--- config.mk ---
export PLATFORM = sky130hd
export DESIGN_NAME = obstacle_scheduler
export DESIGN_NICKNAME = d
export VERILOG_FILES = /design/src/rtl/jj_pkg.sv /design/src/rtl/obstacle_slot.sv /design/src/rtl/obstacle_scheduler.sv
export SDC_FILE = /design/constraint.sdc
export NUM_CORES = 1
export LEC_CHECK = 0
export CORE_MARGIN = 3
export CORE_UTILIZATION = 50
export CTS_CLUSTER_DIAMETER = 120
export DETAILED_ROUTE_END_ITERATION = 8
export PLACE_DENSITY = 0.82
export SLEW_MARGIN = 20
export SYNTH_ARGS = -nofsm -noshare
export SYNTH_HDL_FRONTEND = slang
export SYNTH_SLANG_ARGS = --single-unit
export TNS_END_PERCENT = 100
--- constraint.sdc ---
create_clock -name clk -period 2.1 [get_ports clk]
set_input_delay 0.525 -clock clk [delete_from_list [all_inputs] [get_ports clk]]
set_output_delay 0.525 -clock clk [all_outputs]
set_load 0.05 [all_outputs]
--- src/rtl/jj_pkg.sv ---
// jj_pkg: types and constants shared by the obstacle scheduler and the animator.
package jj_pkg;
   typedef enum logic [1:0] {OBS_FLAT, OBS_TALL, OBS_TRI_FALL, OBS_TRI_RISE} obs_type_t;
   typedef enum logic [1:0] {POS_TOP, POS_MID, POS_BOT} obs_pos_t;
   typedef enum logic [1:0] {IDLE, RUN, HALT} sched_state_t;
   // x values carry the animator's -100 offset: 740 lands on the right screen edge
   localparam logic [9:0]  SPAWN_X      = 10'd740;
   localparam logic [9:0]  PARK_X       = 10'd1000;
   localparam logic [3:0]  SPEED_INIT   = 4'd2;
   localparam logic [3:0]  SPEED_MAX    = 4'd8;
   localparam int          SPEED_STEP   = 600;
   localparam int          GAP_MIN      = 60;
   localparam int          FLICK_FRAMES = 8;
   localparam logic [15:0] LFSR_SEED    = 16'hACE1;
   function automatic obs_pos_t remap_pos(input logic [1:0] r);
      return (r == 2'b11) ? POS_MID : obs_pos_t'(r);
   endfunction
endpackage

--- src/rtl/obstacle_slot.sv ---
// obstacle_slot: one obstacle; loads on spawn, scrolls left each tick, retires past the left edge.
module obstacle_slot
   import jj_pkg::*;
(
   input  logic       clk,
   input  logic       reset_n,
   input  logic       tick,
   input  logic       spawn,
   input  logic [3:0] speed,
   input  logic [3:0] rnd,
   output logic       active,
   output logic [9:0] x,
   output obs_type_t  kind,
   output obs_pos_t   pos,
   output logic       flick
);
   localparam int FW = $clog2(FLICK_FRAMES);
   localparam logic [FW-1:0] FLAST = FW'(FLICK_FRAMES - 1);
   logic [FW-1:0] fcnt;
   always_ff @(posedge clk or negedge reset_n)
      if (!reset_n) begin
         active <= 1'b0;
         x      <= PARK_X;
         kind   <= OBS_FLAT;
         pos    <= POS_TOP;
         flick  <= 1'b0;
         fcnt   <= '0;
      end else if (spawn) begin
         active <= 1'b1;
         x      <= SPAWN_X;
         kind   <= obs_type_t'(rnd[1:0]);
         pos    <= remap_pos(rnd[3:2]);
         fcnt   <= '0;
      end else if (tick && active) begin
         if (x >= {6'd0, speed}) begin
            x     <= x - {6'd0, speed};
            fcnt  <= (fcnt == FLAST) ? '0 : fcnt + 1'b1;
            flick <= (fcnt == FLAST) ? ~flick : flick;
         end else begin
            active <= 1'b0;
            x      <= PARK_X;
            flick  <= 1'b0;
            fcnt   <= '0;
         end
      end
endmodule

--- src/rtl/obstacle_scheduler.sv ---
// obstacle_scheduler: per-frame spawn/scroll/retire control of two obstacle slots,
// with speed ramp, score and scene freeze on collision.
module obstacle_scheduler
   import jj_pkg::*;
(
   input  logic        clk,
   input  logic        reset_n,
   input  logic        frame_tick,
   input  logic        start,
   input  logic        game_over,
   output logic [1:0]  obs1_type,
   output logic [1:0]  obs2_type,
   output logic [1:0]  obs1_pos,
   output logic [1:0]  obs2_pos,
   output logic [9:0]  obs1_x,
   output logic [9:0]  obs2_x,
   output logic        obs1_active,
   output logic        obs2_active,
   output logic        flick1,
   output logic        flick2,
   output logic [3:0]  speed,
   output logic [15:0] score,
   output logic        running
);
   localparam logic [9:0] STEP_LAST = 10'(SPEED_STEP - 1);
   sched_state_t state, state_nx;
   logic [15:0] lfsr;
   logic [7:0]  gap;
   logic [9:0]  step;
   logic        ptr, tick, due;
   logic [1:0]  spawn;
   obs_type_t   kind1, kind2;
   obs_pos_t    pos1, pos2;
   always_ff @(posedge clk or negedge reset_n)
      if (!reset_n) state <= IDLE;
      else state <= state_nx;
   always_comb
      state_nx = (state == IDLE && start) ? RUN :
                 (state == RUN && game_over) ? HALT : state;
   always_comb
      running = (state == RUN);
   // a collision frame outranks its own tick, so the scene freezes exactly as last drawn
   assign tick  = (state == RUN) && frame_tick && !game_over;
   assign due   = tick && (gap == 8'd0);
   assign spawn = {due && ptr && !obs2_active, due && !ptr && !obs1_active};
   always_ff @(posedge clk or negedge reset_n)
      if (!reset_n) lfsr <= LFSR_SEED;
      else lfsr <= {lfsr[14:0], lfsr[15] ^ lfsr[13] ^ lfsr[12] ^ lfsr[10]};
   always_ff @(posedge clk or negedge reset_n)
      if (!reset_n) begin
         gap   <= 8'(GAP_MIN);
         step  <= '0;
         speed <= SPEED_INIT;
         score <= '0;
         ptr   <= 1'b0;
      end else if (tick) begin
         if (gap != 8'd0) gap <= gap - 1'b1;
         else if (|spawn) begin
            gap <= 8'(GAP_MIN) + {2'b00, lfsr[5:4], 4'b0000};
            ptr <= ~ptr;
         end
         step  <= (step == STEP_LAST) ? '0 : step + 1'b1;
         speed <= (step == STEP_LAST && speed < SPEED_MAX) ? speed + 1'b1 : speed;
         score <= (score == 16'hFFFF) ? score : score + 1'b1;
      end
   obstacle_slot u_slot1 (
      .clk    (clk),
      .reset_n(reset_n),
      .tick   (tick),
      .spawn  (spawn[0]),
      .speed  (speed),
      .rnd    (lfsr[3:0]),
      .active (obs1_active),
      .x      (obs1_x),
      .kind   (kind1),
      .pos    (pos1),
      .flick  (flick1)
   );
   obstacle_slot u_slot2 (
      .clk    (clk),
      .reset_n(reset_n),
      .tick   (tick),
      .spawn  (spawn[1]),
      .speed  (speed),
      .rnd    (lfsr[3:0]),
      .active (obs2_active),
      .x      (obs2_x),
      .kind   (kind2),
      .pos    (pos2),
      .flick  (flick2)
   );
   assign obs1_type = kind1;
   assign obs2_type = kind2;
   assign obs1_pos  = pos1;
   assign obs2_pos  = pos2;
endmodule

# ---- After elaboration in Yosys (flattened, before gate mapping)
# Index checks and enable logic that the tools add are counted.
dict set report totals {
  register_bits 95
  in_bits 5
  output_inout_bits 53
  word_cells 113
}
dict set report op_classes {
  n_addsub 9
  magnitude_cmp 3
  n_eq_ne 10
  mux 30
  bitwise_logic 10
  reduce_logical 32
}
# cell n
set op_table {}
lappend op_table {{10-bit 2-to-1 mux} 7}
lappend op_table {{3-bit 2-to-1 mux} 8}
lappend op_table {{10-bit by 4-bit greater-or-equal comparator with 1-bit output} 2}
lappend op_table {{10-bit by 4-bit subtractor with 10-bit output} 2}
lappend op_table {{16-bit by 1-bit adder with 16-bit output, second input constant} 1}
lappend op_table {{16-bit == test, second input constant} 1}
lappend op_table {{8-bit 2-to-1 mux} 2}
lappend op_table {{1-bit logical AND} 12}
lappend op_table {{10-bit by 1-bit adder with 10-bit output, second input constant} 1}
lappend op_table {{10-bit == test, second input constant} 1}
lappend op_table {{1-bit 2-to-1 mux} 10}
lappend op_table {{2-bit AND reduction} 5}
lappend op_table {{3-bit AND reduction} 3}
lappend op_table {{8-bit zero test} 1}
lappend op_table {{2-bit nonzero test} 4}
lappend op_table {{8-bit nonzero test} 1}
lappend op_table {{8-bit by 1-bit subtractor with 8-bit output, second input constant} 1}
lappend op_table {{6-bit by 6-bit adder with 7-bit output, first input constant} 1}
lappend op_table {{1-bit inverter} 7}
lappend op_table {{3-bit by 1-bit adder with 3-bit output, second input constant} 2}
lappend op_table {{3-bit == test, second input constant} 2}
lappend op_table {{2-bit 2-to-1 mux} 3}
lappend op_table {{4-bit by 1-bit adder with 4-bit output, second input constant} 1}
lappend op_table {{1-bit zero test} 4}
lappend op_table {{other kinds (8)} 12}

# ---- Longest topological paths before layout
dict set report logic_depth {
  depth_word 9
  depth_mapped 9
  ltp_nobuf 9
}

# ---- Modules after synthesis
# A second synthesis with hierarchy kept.
dict set report hier_totals {
  hier_cells 426
  hier_area_um2 4734.5
}
# mod n_inst cells_each area_each_um2 seq_area_each_um2
set modules_own_cells {}
lappend modules_own_cells {obstacle_scheduler 1 222 2585.0 1442.6}
lappend modules_own_cells {obstacle_slot 2 102 1074.8 483.0}

# ---- Least setup slack after synthesis
# No wires, ideal clock.
dict set report synth_path {
  kind {register to register}
  from {reg speed[0]}
  to {reg u_slot2.x[4]}
  setup_time_ns 0.119
  arrival_ns 2.337
  required_time_ns 1.981
  path_slack_ns -0.356
  stages_incl_launch_ff 9
  path_buffers 0
  period_less_slack_ns 2.456
  cell_sequence {dfrtp_1 ha_1 inv_1 fa_1 a21o_1 a21oi_1 nand4_1 and2_1 and2_1}
}
dict set report synth_via {
  elab_chain_cells 4
  word_cells_on_any_way 5
  cone_classes {add/sub (1); order compare (1); mux (3)}
}
# item line
set synth_rtl {}
lappend synth_rtl {{start: declaration} obstacle_scheduler.sv:21} ;# output logic [3:0] speed,
lappend synth_rtl {{start signal: assignment} obstacle_scheduler.sv:63} ;# speed <= (step == STEP_LAST && speed < SPEED_MAX) ? speed + 1'b1 : speed;
lappend synth_rtl {{10-bit by 4-bit subtractor with 10-bit output / 10-bit by 4-bit greater-or-equal comparator with 1-bit output (equally long branches)} {obstacle_slot.sv:36, obstacle_slot.sv:35}}
lappend synth_rtl {{10-bit 2-to-1 mux *} obstacle_slot.sv:35} ;# if (x >= {6'd0, speed}) begin
lappend synth_rtl {{10-bit 2-to-1 mux *} obstacle_slot.sv:34} ;# end else if (tick && active) begin
lappend synth_rtl {{10-bit 2-to-1 mux *} obstacle_slot.sv:28} ;# end else if (spawn) begin
lappend synth_rtl {{end signal: assignment} obstacle_slot.sv:36} ;# x <= x - {6'd0, speed};
lappend synth_rtl {{end: declaration} obstacle_slot.sv:12} ;# output logic [9:0] x,
# Every way passes the cells marked *; elsewhere a longest branch is shown, timed or not. The select of a mux whose other input is x is not followed.
# A chain may end at the register's enable or synchronous reset.

# ---- Worst setup path after layout
dict set report layout_path {
  from {reg speed[0]}
  to {reg u_slot1.flick}
}
dict set report layout_via {
  elab_chain_cells 3
  word_cells_on_any_way 4
  cone_classes {order compare (1); eq/ne (1); mux (1); reduce/logical (1)}
}
# item line
set layout_rtl {}
lappend layout_rtl {{10-bit by 4-bit greater-or-equal comparator with 1-bit output *} obstacle_slot.sv:35}
lappend layout_rtl {{2-bit inequality test (no source line)} --}
lappend layout_rtl {{3-bit AND reduction (no source line)} --}
lappend layout_rtl {{end signal: assignment} obstacle_slot.sv:38} ;# flick <= (fcnt == FLAST) ? ~flick : flick;
lappend layout_rtl {{end: declaration} obstacle_slot.sv:15} ;# output logic flick
# Every way passes the cells marked *; elsewhere a longest branch is shown, timed or not.

==> results <==
- Across every metal layer, demand over resource in global routing totals 20.9%.
- The final reports fail on setup timing.
- The initial antenna violation count is 0.
- The worst IR drop on VDD is 0.000385 V.
- Across the run, the number of max-cap violations was 0.
- The synthesized instance count is 422.
- In the final timing run, aggregate negative setup slack is -0.0312 ns.
- Setup slack on the critical path of the routed design comes to -0.0143 ns.
- Clock tree synthesis inserted a total of 9 buffers.
- The class of the most critical setup path is reg -> reg.
- Relative to the synthesized area, the layout overhead comes to 27.9%.
- Setup violations remaining at the end of the flow were counted as 7.
- The placed wire-length estimate is 7250 um.
- In this run the clock root is driven by a clkbuf_8.
- The synthesized netlist devotes 20.1% of its cell area to simple gates.
- The sequential share of the synthesized area is 53.4%.
- STA puts the critical path data required time at 2.36 ns.
- For the worst setup path, the data arrival time is 2.38 ns.
- TritonCTS built the clock tree.
- For the final database, setup skew stands at 0.0157 ns.
- The kind of start point of the critical path is a flop.
- A synthesized cell averages 10.7 um^2.
- The number of flops mapped to enable cells by yosys is 0.
- The number of endpoints with negative hold slack in the final report was 0.
- After synthesis, the largest family of logic cells by area is simple AND/OR/NAND/NOR gates.
- The run finished, with violations left.
- The floorplan step defined a die boundary enclosing 10200 um^2.
- The part of the total power dissipated in the clock network is 39.9%.
- Setup repair after global routing could not meet its margin everywhere.
- The most frequent standard cell in the layout excluding fill and tap cells is buf_4.
- Once layout is done, the placed cells without fillers occupy 5770 um^2.
- The library cells used most frequently in the layout, excluding fill and tap cells, are buf_4 (73), dfrtp_1 (65), nand2_1 (53).
- The via count of the first global-routing pass is 3604.
- Clock latency on the worst-skew pair, taken at its later pin, is 0.37 ns.
- Of the post-synthesis cell area, the part taken by muxes is 1.66%.
- The initial standard-cell utilization of the core is 51.5%.
- The detailed-router iteration count before antenna repair is 4.
- The area inside the core boundary is 8760 um^2.
- In this run the power density over the cells is 541 nW/um^2.
- The mapped cell area is 4510 um^2.
- The final clock period utilization by the worst path is 101%.
- For this run, asynchronously set or reset flops after synthesis account for 100%.
- Counting every net in the synthesized netlist gives 446.
- The path class of the tightest hold or removal check is reg -> reg.
- The H-tree generated during clock tree synthesis spans 3 levels.
- The post-detailed-routing wire length is 9950 um.
- In the final layout, the share of cells above drive strength 1 is 30.4%.
- The number of max-slew violations in the final report is 0.
- The net count reported at finish is 548.
- The register bit count reported by yosys is 95.
- The number of top-level pins is 58.
- The first global-routing pass estimated 17000 um of wire.
- Counting along the longest clock path gives a buffer depth of 2.
- The layout has 682 filler cells.
- The synthesized netlist devotes 8.62% of its cell area to compound gates.
- The die extent in y is 101 um.
- The timing-limited maximum frequency is 473 MHz.
- Summed over all nets, the switching power comes to 718 uW.
- The global placer's final weighted congestion is 0.869.
- In this run, distinct cell masters in the synthesized netlist total 54.
- Of the total power, registers draw 58.5%.
- Entering global routing, the biggest net connects 57 pins.
- The number of buffers inserted by port buffering is 57.
- Yosys printed 0 warnings.
- For the finished layout, the period the worst path requires is 2.11 ns.
- Counting every sink on the clock net gives 95.
- The reported leakage power is 0.00298 uW.
- The total global routing overflow is 0.
- The routed layout has 3507 vias.
- The total DRC errors in the routed layout is 0.
- The worst-case setup slack after placement is -0.358 ns.
- In this run, the combinational gates consume 1.6% of the power.
- After the first detailed-routing iteration, the DRC count stood at 130.
- Cell internal power was estimated by the tool at 2410 uW.
- Along the worst path, the maximum fanout reaches 6.
- The switching part of the total is 23.0%.
- Measured along the x axis, the die boundary spans 101 um.
- The detailed-route vias per instance is 5.51.
- The top flip-flop cell by instance count after synthesis is dfrtp_1.
- The clock slew at the register clock pins of the worst setup and hold paths is 0.10 ns.
- The post-layout utilization of the core is 65.9%.
- After Yosys synthesis, full adders, half adders and majority gates account for 5.60% of the synthesized area.
- The cell area after placement is 5430 um^2.
- The worst setup path is captured at a flop.
- The wire length per cell is 15.6 um.
- Summing the areas of all xor and xnor instances in the mapped netlist gives 8.34% of the synthesized area.
- The floorplan has 34 rows.
- The number of nets still failing antenna checks after routing is 0.
- The worst pin sits at a relative slew slack of 61.7%.
- The antenna diode count is 0.
- For the pin with the worst max-slew slack, the measured transition is 0.571 ns.
-- registers in the layout, summed over array words and instances, names as in the netlist, 2 cells and up --
| register | flops |
|---|---|
| step | 10 |
| u_slot2.pos | 2 |
| u_slot1.x | 10 |
| u_slot2.kind | 2 |
| speed | 4 |
| u_slot1.fcnt | 3 |
| u_slot1.pos | 2 |
| score | 16 |
| u_slot2.x | 10 |
| lfsr | 16 |
| state | 2 |
| u_slot1.kind | 2 |
| u_slot2.fcnt | 3 |
| gap | 8 |
-- metrics by stage --
step / hold WS [ns] / std cells / total power, uW
after detailed placement: 0.334 / 613 / 1920
after floorplan: 0.229 / 422 / 1870
after global routing: 0.370 / 637 / 3240
final: 0.360 / 637 / 3130
after global placement: 0.335 / 613 / 1920
after CTS: 0.364 / 631 / 3160
-- per-layer routing --
metal	global-route usage (%)	up-vias	share of wire [%]
li1	-	1692	-
met1	27.8	1719	44
met2	33.3	82	49
met3	5.19	14	5.1
met4	7.67	0	1.9
met5	0	-	0
-- timing repair --
| item | in CTS | in global routing |
|---|---|---|
| buffers inserted | 1 | 6 |
| pin swaps | 8 | 16 |
| gates resized for setup | 17 | 27 |
| hold buffers | 1 | 0 |
| endpoints found under the setup margin | 18 | 42 |
| endpoints found under the hold margin | 3 | 0 |
-- cell type report --
type / count / area, um^2 / area share [%]
Clock buffer: 9 / 124 / 2.15
Sequential cell: 95 / 2420 / 41.9
Clock inverter: 7 / 81.3 / 1.41
Timing Repair Buffer: 99 / 826 / 14.3
Multi-Input combinational cell: 301 / 2120 / 36.7
Tap cell: 108 / 135 / 2.34
Inverter: 18 / 70.1 / 1.21
-- power groups by stage --
stage / sequential [uW] / combinational (uW) / clock, uW
2_1_floorplan: 1860 / 0.604 / 0
6_report: 1830 / 49.9 / 1250
3_5_place_dp: 1860 / 52.4 / 0
3_3_place_gp: 1860 / 51.2 / 0
5_1_grt: 1830 / 58.8 / 1350
4_1_cts: 1830 / 54.1 / 1280
-- worst max-delay path, cell delays in order (launching register included) --
cell      delay [ns]
dfrtp_2         0.49
ha_4            0.17
inv_2           0.04
fa_2            0.37
a21oi_2         0.17
o211ai_1        0.25
nor2_4          0.23
o21ai_1         0.10
a21o_1          0.19
-- cell families after synthesis --
family / after synthesis
AOI/OAI and AO/OA: 61
xor gates and xnor gates: 43
adders and majority gates: 19
buffers and inverters: 26
DFF: 95
muxes: 7
and+or+nand+nor: 171
-- cells in the mapped netlist, types with 3 or more instances --
cell | number | area [um^2]
a21oi_1 | 21 | 105
a22o_1 | 7 | 61.3
a31oi_1 | 6 | 37.5
and2_1 | 6 | 37.5
and3_1 | 6 | 37.5
and4_1 | 4 | 35.0
buf_2 | 4 | 20.0
clkbuf_1 | 3 | 11.3
dfrtp_1 | 70 | 1750
dfstp_2 | 25 | 657
ha_1 | 17 | 213
inv_1 | 18 | 67.6
mux2_2 | 4 | 45.0
mux2i_1 | 3 | 30.0
nand2_1 | 54 | 203
nand2b_1 | 6 | 37.5
nand3_1 | 19 | 95.1
nand4_1 | 9 | 56.3
nor2_1 | 28 | 105
nor3_1 | 12 | 60.1
nor4_1 | 5 | 31.3
o21ai_0 | 11 | 55.1
o31ai_1 | 4 | 30.0
or3_1 | 3 | 18.8
xnor2_1 | 27 | 236
xor2_1 | 16 | 140
-- path summary, 6_finish.rpt --
| kind | from | to | slack (ns) | cells after the start |
|---|---|---|---|---|
| setup / recovery | speed[0] | u_slot1.flick | -0.01 | 8 |
| hold / removal | lfsr[14] | lfsr[15] | 0.36 | 0 |
| setup reg to reg | speed[0] | u_slot1.flick | -0.01 | 8 |
| hold reg to reg | lfsr[14] | lfsr[15] | 0.36 | 0 |
| max in group asynchronous | reset_n | lfsr[7] | 0.97 | 3 |
| min in group asynchronous | reset_n | u_slot1.fcnt[0] | 0.49 | 2 |
No activity file was read; power rests on OpenSTA's default activity.
